## config.mk

```make
export PLATFORM = sky130hd
export DESIGN_NAME = flux_merge_arb
export DESIGN_NICKNAME = d
export VERILOG_FILES = /design/src/rtl/flux_merge_arb.sv
export SDC_FILE = /design/constraint.sdc
export NUM_CORES = 1
export LEC_CHECK = 0
export ABC_AREA = 1
export CORE_MARGIN = 2
export CORE_UTILIZATION = 51
export DETAILED_ROUTE_END_ITERATION = 6
export GPL_TIMING_DRIVEN = 0
export PLACE_DENSITY = 0.86
export SKIP_CTS_REPAIR_TIMING = 1
export SLEW_MARGIN = 20
export SYNTH_ARGS = -nofsm -noshare
export SYNTH_HDL_FRONTEND = slang
export SYNTH_SLANG_ARGS = --single-unit
```

## constraint.sdc

```tcl
create_clock -name ck -period 1.74 [get_ports ck]
set_input_delay 0.435 -clock ck [delete_from_list [all_inputs] [get_ports ck]]
set_output_delay 0.435 -clock ck [all_outputs]
set_load 0.005 [all_outputs]
```

## src/rtl/flux_merge_arb.sv

```systemverilog
// flux_merge_arb
// Merges FLUX independent untagged payload streams into one tagged write
// stream for a downstream multi-flux FIFO. Each stream is buffered in its own
// DEPTH-entry queue. A round-robin arbiter picks among the streams that have
// data and downstream room. Each grant emits one {tag, payload} word with a
// single-cycle wr strobe.
//
// Ports:
//   ck       clock, rising edge
//   rst      synchronous active-high reset
//   in_wr    per-flux write strobe
//   in_data  per-flux payload, flux i at [i*PW +: PW]
//   in_full  per-flux input queue full
//   dn_full  per-flux downstream full (from downstream registered state)
//   wr       registered downstream write strobe
//   dataout  registered {tag, payload}, valid while wr=1
//   idle     all input queues empty and no word being presented
module flux_merge_arb #(
  parameter  int WIDTH     = 8,
  parameter  int DEPTH     = 4,
  parameter  int FLUX      = 2,
  localparam int TAG_WIDTH = $clog2(FLUX),
  localparam int PW        = WIDTH - TAG_WIDTH
) (
  input  logic                 ck,
  input  logic                 rst,
  input  logic [FLUX-1:0]      in_wr,
  input  logic [FLUX*PW-1:0]   in_data,
  output logic [FLUX-1:0]      in_full,
  input  logic [FLUX-1:0]      dn_full,
  output logic                 wr,
  output logic [WIDTH-1:0]     dataout,
  output logic                 idle
);

  localparam int AW   = $clog2(DEPTH);
  localparam int PTRW = AW + 1;

  logic                      r_wr;
  logic [WIDTH-1:0]          r_dataout;
  logic [TAG_WIDTH-1:0]      r_last;

  logic [FLUX-1:0]           w_full;
  logic [FLUX-1:0]           w_empty;
  logic [FLUX-1:0]           w_elig;
  logic [FLUX-1:0]           w_push;
  logic [FLUX-1:0][PW-1:0]   w_head;
  logic [TAG_WIDTH-1:0]      w_inflight_tag;
  logic                      w_grant_valid;
  logic [TAG_WIDTH-1:0]      w_grant;
  logic [TAG_WIDTH-1:0]      w_cand;

  assign w_inflight_tag = r_dataout[WIDTH-1 -: TAG_WIDTH];

  genvar gi;
  generate
    for (gi = 0; gi < FLUX; gi++) begin : g_queue
      logic [PTRW-1:0] r_wp;
      logic [PTRW-1:0] r_rp;
      logic [PW-1:0]   r_mem [DEPTH];
      logic [PTRW-1:0] w_count;
      logic            w_pop;

      // Pointers carry a wrap bit, so the full and empty states are told
      // apart by the difference alone.
      assign w_count     = r_wp - r_rp;
      assign w_full[gi]  = (w_count == PTRW'(DEPTH));
      assign w_empty[gi] = (w_count == '0);
      assign w_head[gi]  = r_mem[r_rp[AW-1:0]];

      // The in-flight guard keeps a flux out of arbitration while its
      // previous word is still on the bus. Downstream full has not yet
      // accounted for that word.
      assign w_elig[gi] = !w_empty[gi] && !dn_full[gi] &&
                          !(r_wr && (w_inflight_tag == TAG_WIDTH'(gi)));

      // Fullness is judged before the edge, so a write to a full queue is
      // lost even when the same edge pops it.
      assign w_push[gi] = in_wr[gi] && !w_full[gi];
      assign w_pop      = w_grant_valid && (w_grant == TAG_WIDTH'(gi));

      always_ff @(posedge ck) begin
        if (rst) begin
          r_wp <= '0;
          r_rp <= '0;
        end else begin
          if (w_push[gi]) begin
            r_wp <= r_wp + 1'b1;
          end
          if (w_pop) begin
            r_rp <= r_rp + 1'b1;
          end
        end
      end

      // Storage needs no reset. The pointers alone decide which entries are live.
      always_ff @(posedge ck) begin
        if (w_push[gi]) begin
          r_mem[r_wp[AW-1:0]] <= in_data[gi*PW +: PW];
        end
      end
    end
  endgenerate

  // Round-robin search that starts one past the last granted flux and wraps
  // at FLUX, so non-power-of-two flux counts never visit unused tags.
  always_comb begin
    w_grant_valid = 1'b0;
    w_grant       = '0;
    w_cand        = r_last;
    for (int k = 0; k < FLUX; k++) begin
      w_cand = (w_cand == TAG_WIDTH'(FLUX - 1)) ? '0 : w_cand + 1'b1;
      if (!w_grant_valid && w_elig[w_cand]) begin
        w_grant_valid = 1'b1;
        w_grant       = w_cand;
      end
    end
  end

  // Output register. dataout keeps its old value on idle cycles, and wr
  // alone marks a new word.
  always_ff @(posedge ck) begin
    if (rst) begin
      r_wr      <= 1'b0;
      r_dataout <= '0;
      r_last    <= TAG_WIDTH'(FLUX - 1);
    end else begin
      r_wr <= w_grant_valid;
      if (w_grant_valid) begin
        r_dataout <= {w_grant, w_head[w_grant]};
        r_last    <= w_grant;
      end
    end
  end

  assign wr      = r_wr;
  assign dataout = r_dataout;
  assign in_full = w_full;
  assign idle    = (&w_empty) && !r_wr;

endmodule

```

; ---- Word-level counts from Yosys, hierarchy flattened
; Memory sizes are Yosys's and may differ from the RTL's. A register that Yosys moved wholly into a read port is not among the register bits.
; Index checks and enable logic that the tools add are counted.
[totals]
register_bits = 22
ramBits = 56
input_bits = 20
output_inout_bits = 12
wordCells = 69
n_memories = 2
[op_classes]
add_sub_neg = 8
n_lt_le_gt_ge = 3
n_eq_ne = 2
muxes = 20
bitwise_logic = 2
reduce_logical = 25
[mem_list]
columns = name, depth, word_bits, read_ports, rd_clocked_by_memory_dff, wr, line_no
row1 = g_queue[0].r_mem, 4, 7, 1, 1, 1, 60  ; logic [PW-1:0] r_mem [DEPTH];
row2 = g_queue[1].r_mem, 4, 7, 1, 1, 1, 60
[op_table]
columns = op, n
row1 = $mux W1, 14
row2 = $mux W7, 2
row3 = $add A3 B1 Y3 const B, 4
row4 = $logic_and A1 B1 Y1, 12
row5 = $logic_not A1 Y1, 10
row6 = $mux W2, 4
row7 = $eq A3 B3 Y1 const B, 2
row8 = $logic_not A3 Y1, 2
row9 = $lt A1 B2 Y1 const B, 3
row10 = $sub A3 B3 Y3, 2
row11 = $add A1 B1 Y1 const B, 2
row12 = $not A1 Y1, 2
row13 = $reduce_and A2 Y1, 1

; ---- Longest topological paths before layout
[logic_depth]
ltp_word = 15
mapped_depth = 14
mapped_depth_nobuf = 14

; ---- Least setup slack after synthesis
; Ideal clock, no wire load.
[synth_timing]
kind = flip-flop to flip-flop
startpoint = register g_queue[0].r_rp[1]
endpoint = memory g_queue[0].r_mem[3][0] (netlist name), enable pin
setup_time_ns = 0.373
arrival_ns = 1.493
path_slack_ns = -0.126
path_stages_with_launch = 10
n_path_buf = 0
cell_sequence = dfxtp_1 -> inv_1 -> ha_1 -> nand2_1 -> nand2_1 -> nand2_1 -> nand2_1 -> nand2_1 -> nand2_1 -> nor2_1
[synth_between]
elab_chain_cells = 6
[synth_rtl]
columns = element, line_no
row1 = start: declaration, 59  ; logic [PTRW-1:0] r_rp;
row2 = start signal: assignment, 91  ; r_rp <= r_rp + 1'b1;
row3 = $sub A3 B3 Y3, 66  ; assign w_count = r_wp - r_rp;
row4 = $eq A3 B3 Y1, 67  ; assign w_full[gi] = (w_count == PTRW'(DEPTH));
row5 = $logic_not A1 Y1, 79  ; assign w_push[gi] = in_wr[gi] && !w_full[gi];
row6 = $logic_and A1 B1 Y1, 79
row7 = $mux W1, 98  ; if (w_push[gi]) begin
row8 = $mux W1 (not written as such), 99  ; r_mem[r_wp[AW-1:0]] <= in_data[gi*PW +: PW];
row9 = end: declaration, 60
; No other way between the ends.

; ---- Worst setup path in the final report
[layout_timing]
startpoint = register g_queue[0].r_rp[1]
endpoint = output port idle
[layout_between]
elab_chain_cells = 4
[layout_rtl]
columns = element, line_no
row1 = $sub A3 B3 Y3, 66
row2 = $logic_not A3 Y1, 68  ; assign w_empty[gi] = (w_count == '0);
row3 = $reduce_and A2 Y1, 139  ; assign idle = (&w_empty) && !r_wr;
row4 = $logic_and A1 B1 Y1, 139
row5 = end: declaration, 33  ; output logic idle
; No other way between the ends.

==> flow_summary.ini <==
[outcome]
status = finished, violations left
violations = negative setup slack

[yosys]
synth_common_cells = 58 x nor2_1, 56 x edfxtp_1, 43 x nand2_1, 38 x inv_1, 27 x o21ai_0
ys_ff_latch = 82
synth_nets = 377
yosys_most_used_dff = edfxtp_1
synth.area.top_cells = edfxtp_1 47%, dfxtp_1 15%, nor2_1 6.1%
async_flop_share_pct = 0
syn_area_per_cell_um2 = 10.4
yosysMostFrequentCell = nor2_1
ys_types = 27
synth_edf_count = 56
synthesis.area_um2 = 3550
ys_warn_count = 0
synth_top_area_share_pct = 47.3
ys_seq_area_share_pct = 62.0
synth_top_cell_by_area = edfxtp_1
netlist_instances = 343

[setup_path]
reg2reg_setup_slack_ps = -150
cp.required_ps = 1300
start_kind = register
worstPathArrival_ps = 1600
critPathKind = register to output port
cp_max_fo = 3
endpoint_kind = output port

[grt]
grt_pass1_wl_um = 10900
grt_overflow = 0
grt_antenna_before_repair = 0
grt_pass1_vias = 2425
grt_start_max_net_pins = 13
grt_use_total_pct = 18.8

[cts]
clk_latency_ps = 350
htree_num_levels = 3
cts_root_buf = clkbuf_8
ctsLongestPathBuffers = 2
cts_tree = yes
clk_pin_slew_ps = 80
cts_buffers = 9
cts_sinks = 82

[routing]
routedWlPerCell_um = 16.5
drc = 0
viasPerCell = 5.54
antenna_left = 0
totalWireLength_um = 8020
drtPass1Iterations = 5
drt_iter0_markers = 180
via_count = 2694

[power_and_ir_drop]
clkPwrFrac_pct = 14.6
power_density_nw_per_um2 = 1720
switching_share_pct = 41.1
combPwrFrac_pct = 48.9
ir_drop_mv = 1.49
switchingPower_w = 0.00320
pwr-share-seq_pct = 36.5
p_int_w = 0.00460
p_leak_nw = 1.75

[timing]
max_clock_freq_mhz = 492
finalSetupTns_ps = -2330
max_slew_margin_pct = 61.0
finalCriticalPeriod_ps = 2030
skew_ps = 13.0
report.final.slew_viol_count = 0
tightest_slew_ps = 586
finalHoldViolCount = 0
fin_crit_sh_pct = 117
finalSetupViolCount = 22
rsz0062_at_grt = yes
setup_ws_ps = -292

[floorplan]
core_um2 = 6760
num_io_pins = 32
start_util_pct = 52.6
dieArea_um2 = 7650
die_height_um = 87.5
rows = 30
die_x_um = 87.5

[place]
hpwl_um = 4570
portBuffers = 31
place_congestion = 0.779

[cells_and_area]
antenna_cells = 0
layout.nets = 435
drive_gt1_share_pct = 26.8
area_growth_pct = 27.9
fin_util_pct = 67.3

[worst_hold_path]
hp-class = register to register

[job]
drv_cap = 0
final timing paths:
kind	from	to	cells past startpoint
setup / recovery	g_queue[0].r_rp[1]	idle	7
hold / removal	g_queue[1].r_rp[1]	g_queue[1].r_rp[1]	2
setup reg to reg	g_queue[0].r_rp[1]	g_queue[0].r_rp[1]	11
hold reg to reg	g_queue[1].r_rp[1]	g_queue[1].r_rp[1]	2
cell type report:
cell class	instances	area, um2
clock inverters	5	21.3
repair buffers	44	430
flip-flops and latches	82	2210
inverters	42	178
repair inverters	1	8.76
well taps	80	100
fillers	471	2210
plain buffers	8	53.8
clock buffers	11	131
multi-input cells	213	1410
state kept, by name (all words and copies together) (netlist names), named ones only:
signal / cells
dataout: 8
g_queue.r_rp: 6
r_last: 1
g_queue.r_mem: 56
wr: 1
g_queue.r_wp: 6
kinds of logic (layout without fill, tap and decap cells):
kind of cell	Yosys count	in the layout	share of synthesized area [%]
AND/OR/NAND/NOR	130	131	16.3
AO/OA/AOI/OAI	65	66	10.5
buffers and inverters	50	111	5.85
XOR/XNOR	2	2	0.493
flip-flops	82	82	62.0
adder cells (fa/ha/maj)	14	14	4.93
stage by stage:
stage	power (W)	worst slack (ps)	area (um2)	hold slack, ps	instances
final	0.00780	-292	4540	502	486
after detailed placement	0.00545	-455	3980	486	454
after CTS	0.00657	-821	4130	503	470
after global routing	0.00827	-372	4540	526	486
after global placement	0.00535	-421	3980	470	454
after floorplan	0.00466	-77.1	3570	455	343
critical path, stage by stage, from the launching register on:
cell and delay [ps]:
dfxtp_2 360, inv_2 50, ha_4 280, a21oi_2 60, nand2_2 110, nand3_4 90, nor3_4 160, clkbuf_2 130
power by group through the flow:
stage / logic [W] / registers [W] / clock network, W
2_1_floorplan: 0.00190 / 0.00275 / 0
3_3_place_gp: 0.00255 / 0.00280 / 0
3_5_place_dp: 0.00263 / 0.00282 / 0
4_1_cts: 0.00267 / 0.00278 / 0.00112
5_1_grt: 0.00418 / 0.00288 / 0.00120
6_report: 0.00381 / 0.00284 / 0.00114
layer usage:
metal	global-route usage [%]	routed length, um	vias up
li1	-	-	1285
met1	25.0	3380	1278
met2	29.6	4010	115
met3	5.02	471	16
met4	7.13	159	0
met5	0	0	-
layout by cell type (no fill, tap or decap), types with 2 or more instances in the layout:
cell type,instances
nor2_1,47
nand3_1,17
clkinv_1,3
a21oi_2,9
nand2_8,2
inv_1,28
buf_4,9
clkbuf_8,9
edfxtp_1,56
clkdlybuf4s50_1,28
buf_6,3
nand2_4,4
a21oi_1,12
o21ai_2,2
nand2_2,12
clkinv_2,2
o21ai_4,2
clkbuf_1,4
o21ai_0,25
inv_2,10
nand3_4,3
inv_4,3
nand3_2,2
ha_1,10
dfxtp_2,8
ha_4,3
clkbuf_2,5
nand2_1,31
o22ai_1,7
dfxtp_1,18
nor2_2,3
buf_2,2
o21ai_1,2
o32ai_1,6
nor2_4,8
xor2_1,2
Power figures use the tool's default switching activity.
